<file path="src/rtl/id_ex_stage.sv">
// ID/EX pipeline register with ALU-control decode and load-use hazard detection.
// Feeds registered operands, control code and memory/write-back enables to execute.
module id_ex_stage #(
  parameter int WIDTH      = 32,
  parameter int REG_ADDR_W = 5
) (
  input  logic                  clk,
  input  logic                  reset_n,
  input  logic                  id_valid,
  input  logic [5:0]            id_opcode,
  input  logic [5:0]            id_funct,
  input  logic [4:0]            id_shamt,
  input  logic [REG_ADDR_W-1:0] id_rs,
  input  logic [REG_ADDR_W-1:0] id_rt,
  input  logic [REG_ADDR_W-1:0] id_rd,
  input  logic [WIDTH-1:0]      id_rs_data,
  input  logic [WIDTH-1:0]      id_rt_data,
  input  logic [15:0]           id_imm,
  input  logic                  flush,
  input  logic                  hold,
  output logic                  stall_id,
  output logic                  ex_valid,
  output logic [WIDTH-1:0]      ex_op1,
  output logic [WIDTH-1:0]      ex_op2,
  output logic [2:0]            ex_alu_control,
  output logic [WIDTH-1:0]      ex_store_data,
  output logic [REG_ADDR_W-1:0] ex_dest,
  output logic                  ex_reg_write,
  output logic                  ex_mem_read,
  output logic                  ex_mem_write,
  output logic                  ex_branch
);

  localparam logic [2:0] ALU_ADD = 3'b000;
  localparam logic [2:0] ALU_SUB = 3'b001;
  localparam logic [2:0] ALU_SHL = 3'b010;
  localparam logic [2:0] ALU_AND = 3'b011;
  localparam logic [2:0] ALU_OR  = 3'b100;
  localparam logic [2:0] ALU_XOR = 3'b101;
  localparam logic [2:0] ALU_NOR = 3'b110;
  localparam logic [2:0] ALU_NOP = 3'b111;

  logic [WIDTH-1:0]      w_imm_sext;
  logic [WIDTH-1:0]      w_imm_zext;
  logic [WIDTH-1:0]      w_shamt_zext;
  logic [2:0]            w_code;
  logic [WIDTH-1:0]      w_op1;
  logic [WIDTH-1:0]      w_op2;
  logic [WIDTH-1:0]      w_store;
  logic [REG_ADDR_W-1:0] w_dest;
  logic                  w_rw;
  logic                  w_wr_en;
  logic                  w_mr;
  logic                  w_mw;
  logic                  w_br;
  logic                  w_reads_rt;
  logic                  w_hazard;

  logic                  r_valid;
  logic [WIDTH-1:0]      r_op1;
  logic [WIDTH-1:0]      r_op2;
  logic [2:0]            r_code;
  logic [WIDTH-1:0]      r_store;
  logic [REG_ADDR_W-1:0] r_dest;
  logic                  r_reg_write;
  logic                  r_mem_read;
  logic                  r_mem_write;
  logic                  r_branch;

  assign w_imm_sext   = {{(WIDTH-16){id_imm[15]}}, id_imm};
  assign w_imm_zext   = {{(WIDTH-16){1'b0}}, id_imm};
  assign w_shamt_zext = {{(WIDTH-5){1'b0}}, id_shamt};

  always_comb begin
    w_code     = ALU_NOP;
    w_op1      = '0;
    w_op2      = '0;
    w_store    = '0;
    w_dest     = '0;
    w_rw       = 1'b0;
    w_mr       = 1'b0;
    w_mw       = 1'b0;
    w_br       = 1'b0;
    w_reads_rt = 1'b0;
    case (id_opcode)
      6'b000000: begin
        w_reads_rt = 1'b1;
        w_dest     = id_rd;
        w_op1      = id_rs_data;
        w_op2      = id_rt_data;
        w_rw       = 1'b1;
        case (id_funct)
          6'b100000: w_code = ALU_ADD;
          6'b100010: w_code = ALU_SUB;
          6'b100100: w_code = ALU_AND;
          6'b100101: w_code = ALU_OR;
          6'b100110: w_code = ALU_XOR;
          6'b100111: w_code = ALU_NOR;
          6'b000000: begin
            w_code = ALU_SHL;
            w_op1  = id_rt_data;
            w_op2  = w_shamt_zext;
          end
          default: begin
            w_code = ALU_NOP;
            w_rw   = 1'b0;
          end
        endcase
      end
      6'b001000: begin
        w_code = ALU_ADD;
        w_op1  = id_rs_data;
        w_op2  = w_imm_sext;
        w_dest = id_rt;
        w_rw   = 1'b1;
      end
      6'b001100: begin
        w_code = ALU_AND;
        w_op1  = id_rs_data;
        w_op2  = w_imm_zext;
        w_dest = id_rt;
        w_rw   = 1'b1;
      end
      6'b001101: begin
        w_code = ALU_OR;
        w_op1  = id_rs_data;
        w_op2  = w_imm_zext;
        w_dest = id_rt;
        w_rw   = 1'b1;
      end
      6'b100011: begin
        w_code = ALU_ADD;
        w_op1  = id_rs_data;
        w_op2  = w_imm_sext;
        w_dest = id_rt;
        w_mr   = 1'b1;
        w_rw   = 1'b1;
      end
      6'b101011: begin
        w_code     = ALU_ADD;
        w_op1      = id_rs_data;
        w_op2      = w_imm_sext;
        w_store    = id_rt_data;
        w_mw       = 1'b1;
        w_reads_rt = 1'b1;
      end
      6'b000100: begin
        w_code     = ALU_SUB;
        w_op1      = id_rs_data;
        w_op2      = id_rt_data;
        w_br       = 1'b1;
        w_reads_rt = 1'b1;
      end
      default: ;
    endcase
  end

  // r0 is hardwired, so a write to it is dropped here rather than in write-back
  assign w_wr_en = w_rw & (|w_dest);

  assign w_hazard = id_valid & r_valid & r_mem_read & (|r_dest) &
                    ((r_dest == id_rs) | (w_reads_rt & (r_dest == id_rt)));
  assign stall_id = w_hazard & ~flush;

  always_ff @(posedge clk or negedge reset_n) begin
    if (!reset_n) begin
      r_valid     <= 1'b0;
      r_op1       <= '0;
      r_op2       <= '0;
      r_code      <= ALU_NOP;
      r_store     <= '0;
      r_dest      <= '0;
      r_reg_write <= 1'b0;
      r_mem_read  <= 1'b0;
      r_mem_write <= 1'b0;
      r_branch    <= 1'b0;
    end else if (flush || (!hold && (stall_id || !id_valid))) begin
      r_valid     <= 1'b0;
      r_op1       <= '0;
      r_op2       <= '0;
      r_code      <= ALU_NOP;
      r_store     <= '0;
      r_dest      <= '0;
      r_reg_write <= 1'b0;
      r_mem_read  <= 1'b0;
      r_mem_write <= 1'b0;
      r_branch    <= 1'b0;
    end else if (!hold) begin
      r_valid     <= 1'b1;
      r_op1       <= w_op1;
      r_op2       <= w_op2;
      r_code      <= w_code;
      r_store     <= w_store;
      r_dest      <= w_dest;
      r_reg_write <= w_wr_en;
      r_mem_read  <= w_mr;
      r_mem_write <= w_mw;
      r_branch    <= w_br;
    end
  end

  assign ex_valid       = r_valid;
  assign ex_op1         = r_op1;
  assign ex_op2         = r_op2;
  assign ex_alu_control = r_code;
  assign ex_store_data  = r_store;
  assign ex_dest        = r_dest;
  assign ex_reg_write   = r_reg_write;
  assign ex_mem_read    = r_mem_read;
  assign ex_mem_write   = r_mem_write;
  assign ex_branch      = r_branch;

endmodule

</file>
<file path="config.mk">
export PLATFORM = sky130hd
export DESIGN_NAME = id_ex_stage
export DESIGN_NICKNAME = d
export VERILOG_FILES = /design/src/rtl/id_ex_stage.sv
export SDC_FILE = /design/constraint.sdc
export NUM_CORES = 1
export LEC_CHECK = 0
export ABC_CLOCK_PERIOD_IN_PS = 2200
export CORE_MARGIN = 8
export CORE_UTILIZATION = 38
export DETAILED_ROUTE_END_ITERATION = 6
export PLACE_DENSITY = 0.73
export SKIP_LAST_GASP = 1
export SLEW_MARGIN = 30
export SYNTH_ARGS = -nofsm -noshare
export SYNTH_HDL_FRONTEND = slang
export SYNTH_SLANG_ARGS = --single-unit
</file>
<file path="constraint.sdc">
create_clock -name clk -period 2.2 [get_ports clk]
set_input_delay 0.44 -clock clk [delete_from_list [all_inputs] [get_ports clk]]
set_output_delay 0.44 -clock clk [all_outputs]
set_load 0.02 [all_outputs]
</file>
==> results.cfg <==
[route]
vias = 5123
dr.pass1.iters = 5
topRoutingLayerUsed = met4
routed_via_density = 5.56
drtIter0Drc = 398
ant_nets = 0
wl_per_cell_um = 20.8
dr_wl_met2_um = 9380
drcViolationCount = 0
m1WireLength_um = 7850
routed_wl_um = 19200
dr_wl_met3_um = 1500

[sta]
finClkSkew_ps = 8.25
fmax_mhz = 466
tightest_slew_ps = 498
drv_slew = 0
hold_viol_final = 0
setup_viol = 0
period_minus_slack_ps = 2150
rsz0062_at_grt = true
setup_slack_ps = 52.4
max-slew-margin-rel_pct = 66.6
timing.hold.ws_ps = 476
fin_crit_sh_pct = 97.6

[clock_tree]
clock_sinks = 109
clk_pin_slew_ps = 70
htreeDepth = 3
cts_buffers = 9
clock_path_buffers = 2
clk_latency_ps = 340
cts_root_buf = clkbuf_16
cts_tree = done

[global_routing]
first_global_vias = 5471
antenna_found_initial = 0
gr-total-overflow = 0
grt_max_degree = 60
track_usage_pct = 21.6
grt_pass1_wl_um = 30300

[worst_setup_path]
critPathSlowestCell = clkdlybuf4s50_1
cp_cell_sequence = clkdlybuf4s50_1 > xnor2_4 > or4b_4 > o21ai_4 > buf_4 > nor4_4 > buf_12 > a22o_1
cp_num_buf_inv = 3
r2r_slack_ps = 60
crit_fanout = 22
cp-start-kind = primary input
end_kind = flop
r2r-start = ex_dest[1]
crit_type = in -> reg
critPathRequiredTime_ps = 2420
cp.arrival_ps = 2370
slowest_delay_ps = 550
cp.depth = 8
r2r_end = ex_store_data[13]
crit_family = buffers and inverters
ff2ff_path_depth = 7

[place]
dp_slack_ps = -544
gpl.final_weighted_congestion = 0.917
dp_cells = 899
dpl.hpwl_um = 14400
placed_cell_area_mm2 = 0.00795
io_buffer_count = 226

[synth]
synth.avg_cell_area_um2 = 10.6
syn_nets = 595
ys_warn_count = 0
async_reset_ff_share_pct = 100
synth_cell_type_count = 48
synth_edf_count = 0
synth_cells = 478
ys_ff_latch = 109
yosysSeqAreaShare_pct = 53.7
mappedNetlistArea_mm2 = 0.00509
ys.flop_type = dfrtp_1

[final_layout]
final_cell_mix = clkdlybuf4s50_1, dfrtp_1, nand2_1
fin_util_pct = 64.4
layout_commonest_cell = clkdlybuf4s50_1
final_nets = 859
fillers = 1051
fin_area_mm2 = 0.00846
areaGrowthSynthToFinish_pct = 66.2
drive_above_1_share_pct = 18.5
fin_cells = 922
n_antenna_cell = 0

[min_path]
hp-start = ex_op2[21]
holdPathStages = 2
hold_class = reg -> reg
whs_endpoint = ex_op2[21]

[floorplanning]
core_area_mm2 = 0.0131
die_h_um = 132
dieWidth_um = 132
ios = 227
die-area_mm2 = 0.0174
rows = 42
initial_core_util_pct = 38.7

[power_and_ir_drop]
p_per_area_mw_per_mm2 = 506
p_leak_nw = 3.49
vdd_drop_max_mv = 0.415

[job]
max-cap-violations = 0

[outcome]
status = complete, no violations
==> cell families (layout without fill, tap and decap cells) <==
family | after synthesis | in the layout | synth area share [%]
AO/OA/AOI/OAI | 197 | 197 | 28.3
XOR/XNOR | 11 | 11 | 1.89
flip-flops | 109 | 109 | 53.7
adder cells (fa/ha/maj) | 1 | 1 | 0.197
AND/OR/NAND/NOR | 120 | 120 | 11.7
buffers and inverters | 40 | 308 | 4.28
==> worst register-to-register path: stages, from the launching register on <==
cell,delay [ps]
dfrtp_1,400
or4_4,570
o211ai_2,200
o21ai_4,80
buf_4,160
nor4_4,300
buf_12,220
a22o_1,150
==> worst max path at each step <==
stage,endpoint,slack [ps],startpoint
2_1_floorplan,ex_op2[0],50,ex_dest[1]
3_3_place_gp,stall_id,-480,id_opcode[0]
3_5_place_dp,stall_id,-540,id_opcode[1]
4_1_cts,ex_op2[20],-50,ex_dest[1]
5_1_grt,ex_store_data[13],-40,ex_dest[1]
6_report,ex_store_data[13],50,id_rs[3]
==> through the flow <==
step                total power, mW  TNS (ps)
finish                         4.28         0
CTS                            4.30      -865
detailed placement             2.62    -37620
floorplan                      2.20         0
global placement               2.61    -32180
global route                   4.43      -476
==> flip-flops by register name (all words and copies together), names as in the netlist <==
signal / cells
ex_dest: 5
ex_op2: 32
ex_valid: 1
ex_store_data: 32
ex_op1: 32
ex_alu_control: 3
ex_mem_write: 1
ex_branch: 1
ex_mem_read: 1
ex_reg_write: 1
==> final cells by class <==
type	instances	area, µm²	share of cell area [%]
Sequential cell	109	2730	32.3
Tap cell	176	220	2.60
Multi-Input combinational cell	329	2270	26.8
Clock inverter	5	67.6	0.798
Inverter	3	11.3	0.133
Clock buffer	10	239	2.82
Timing Repair Buffer	290	2930	34.6
==> Yosys cell counts, drive strengths merged, types with 7 or more instances <==
cell type / instances / share of area, %
a21oi: 19 / 1.9
a22o: 32 / 5.5
a22oi: 49 / 7.2
buf: 20 / 2.8
clkbuf: 17 / 1.3
dfrtp: 106 / 52
nand2: 78 / 5.8
nor2: 8 / 0.59
nor3: 7 / 0.91
o21ai: 75 / 9.7
xnor2: 8 / 1.4
==> power by group <==
part           leakage, nW  internal, mW  switching, mW
clock network        0.151         0.926          0.756
registers             1.51          2.01        0.00603
logic                 1.83         0.312          0.273
total                 3.49          3.25           1.04
==> routing by layer <==
layer,vias to the layer above,GRT usage (%)
met5,-,0
met2,260,35.6
met1,2521,26.4
met4,0,6.89
met3,38,6.71
li1,2304,-
==> timing repair <==
action | in CTS | in global routing
hold buffers | 1 | 0
hold endpoints to repair | 14 | 0
pin swaps | 1 | 12
setup buffers | 3 | 3
resized for setup | 7 | 28
setup endpoints to repair | 57 | 106
gates cloned | 0 | 1
Note: power is estimated with default switching activity, not from simulation.
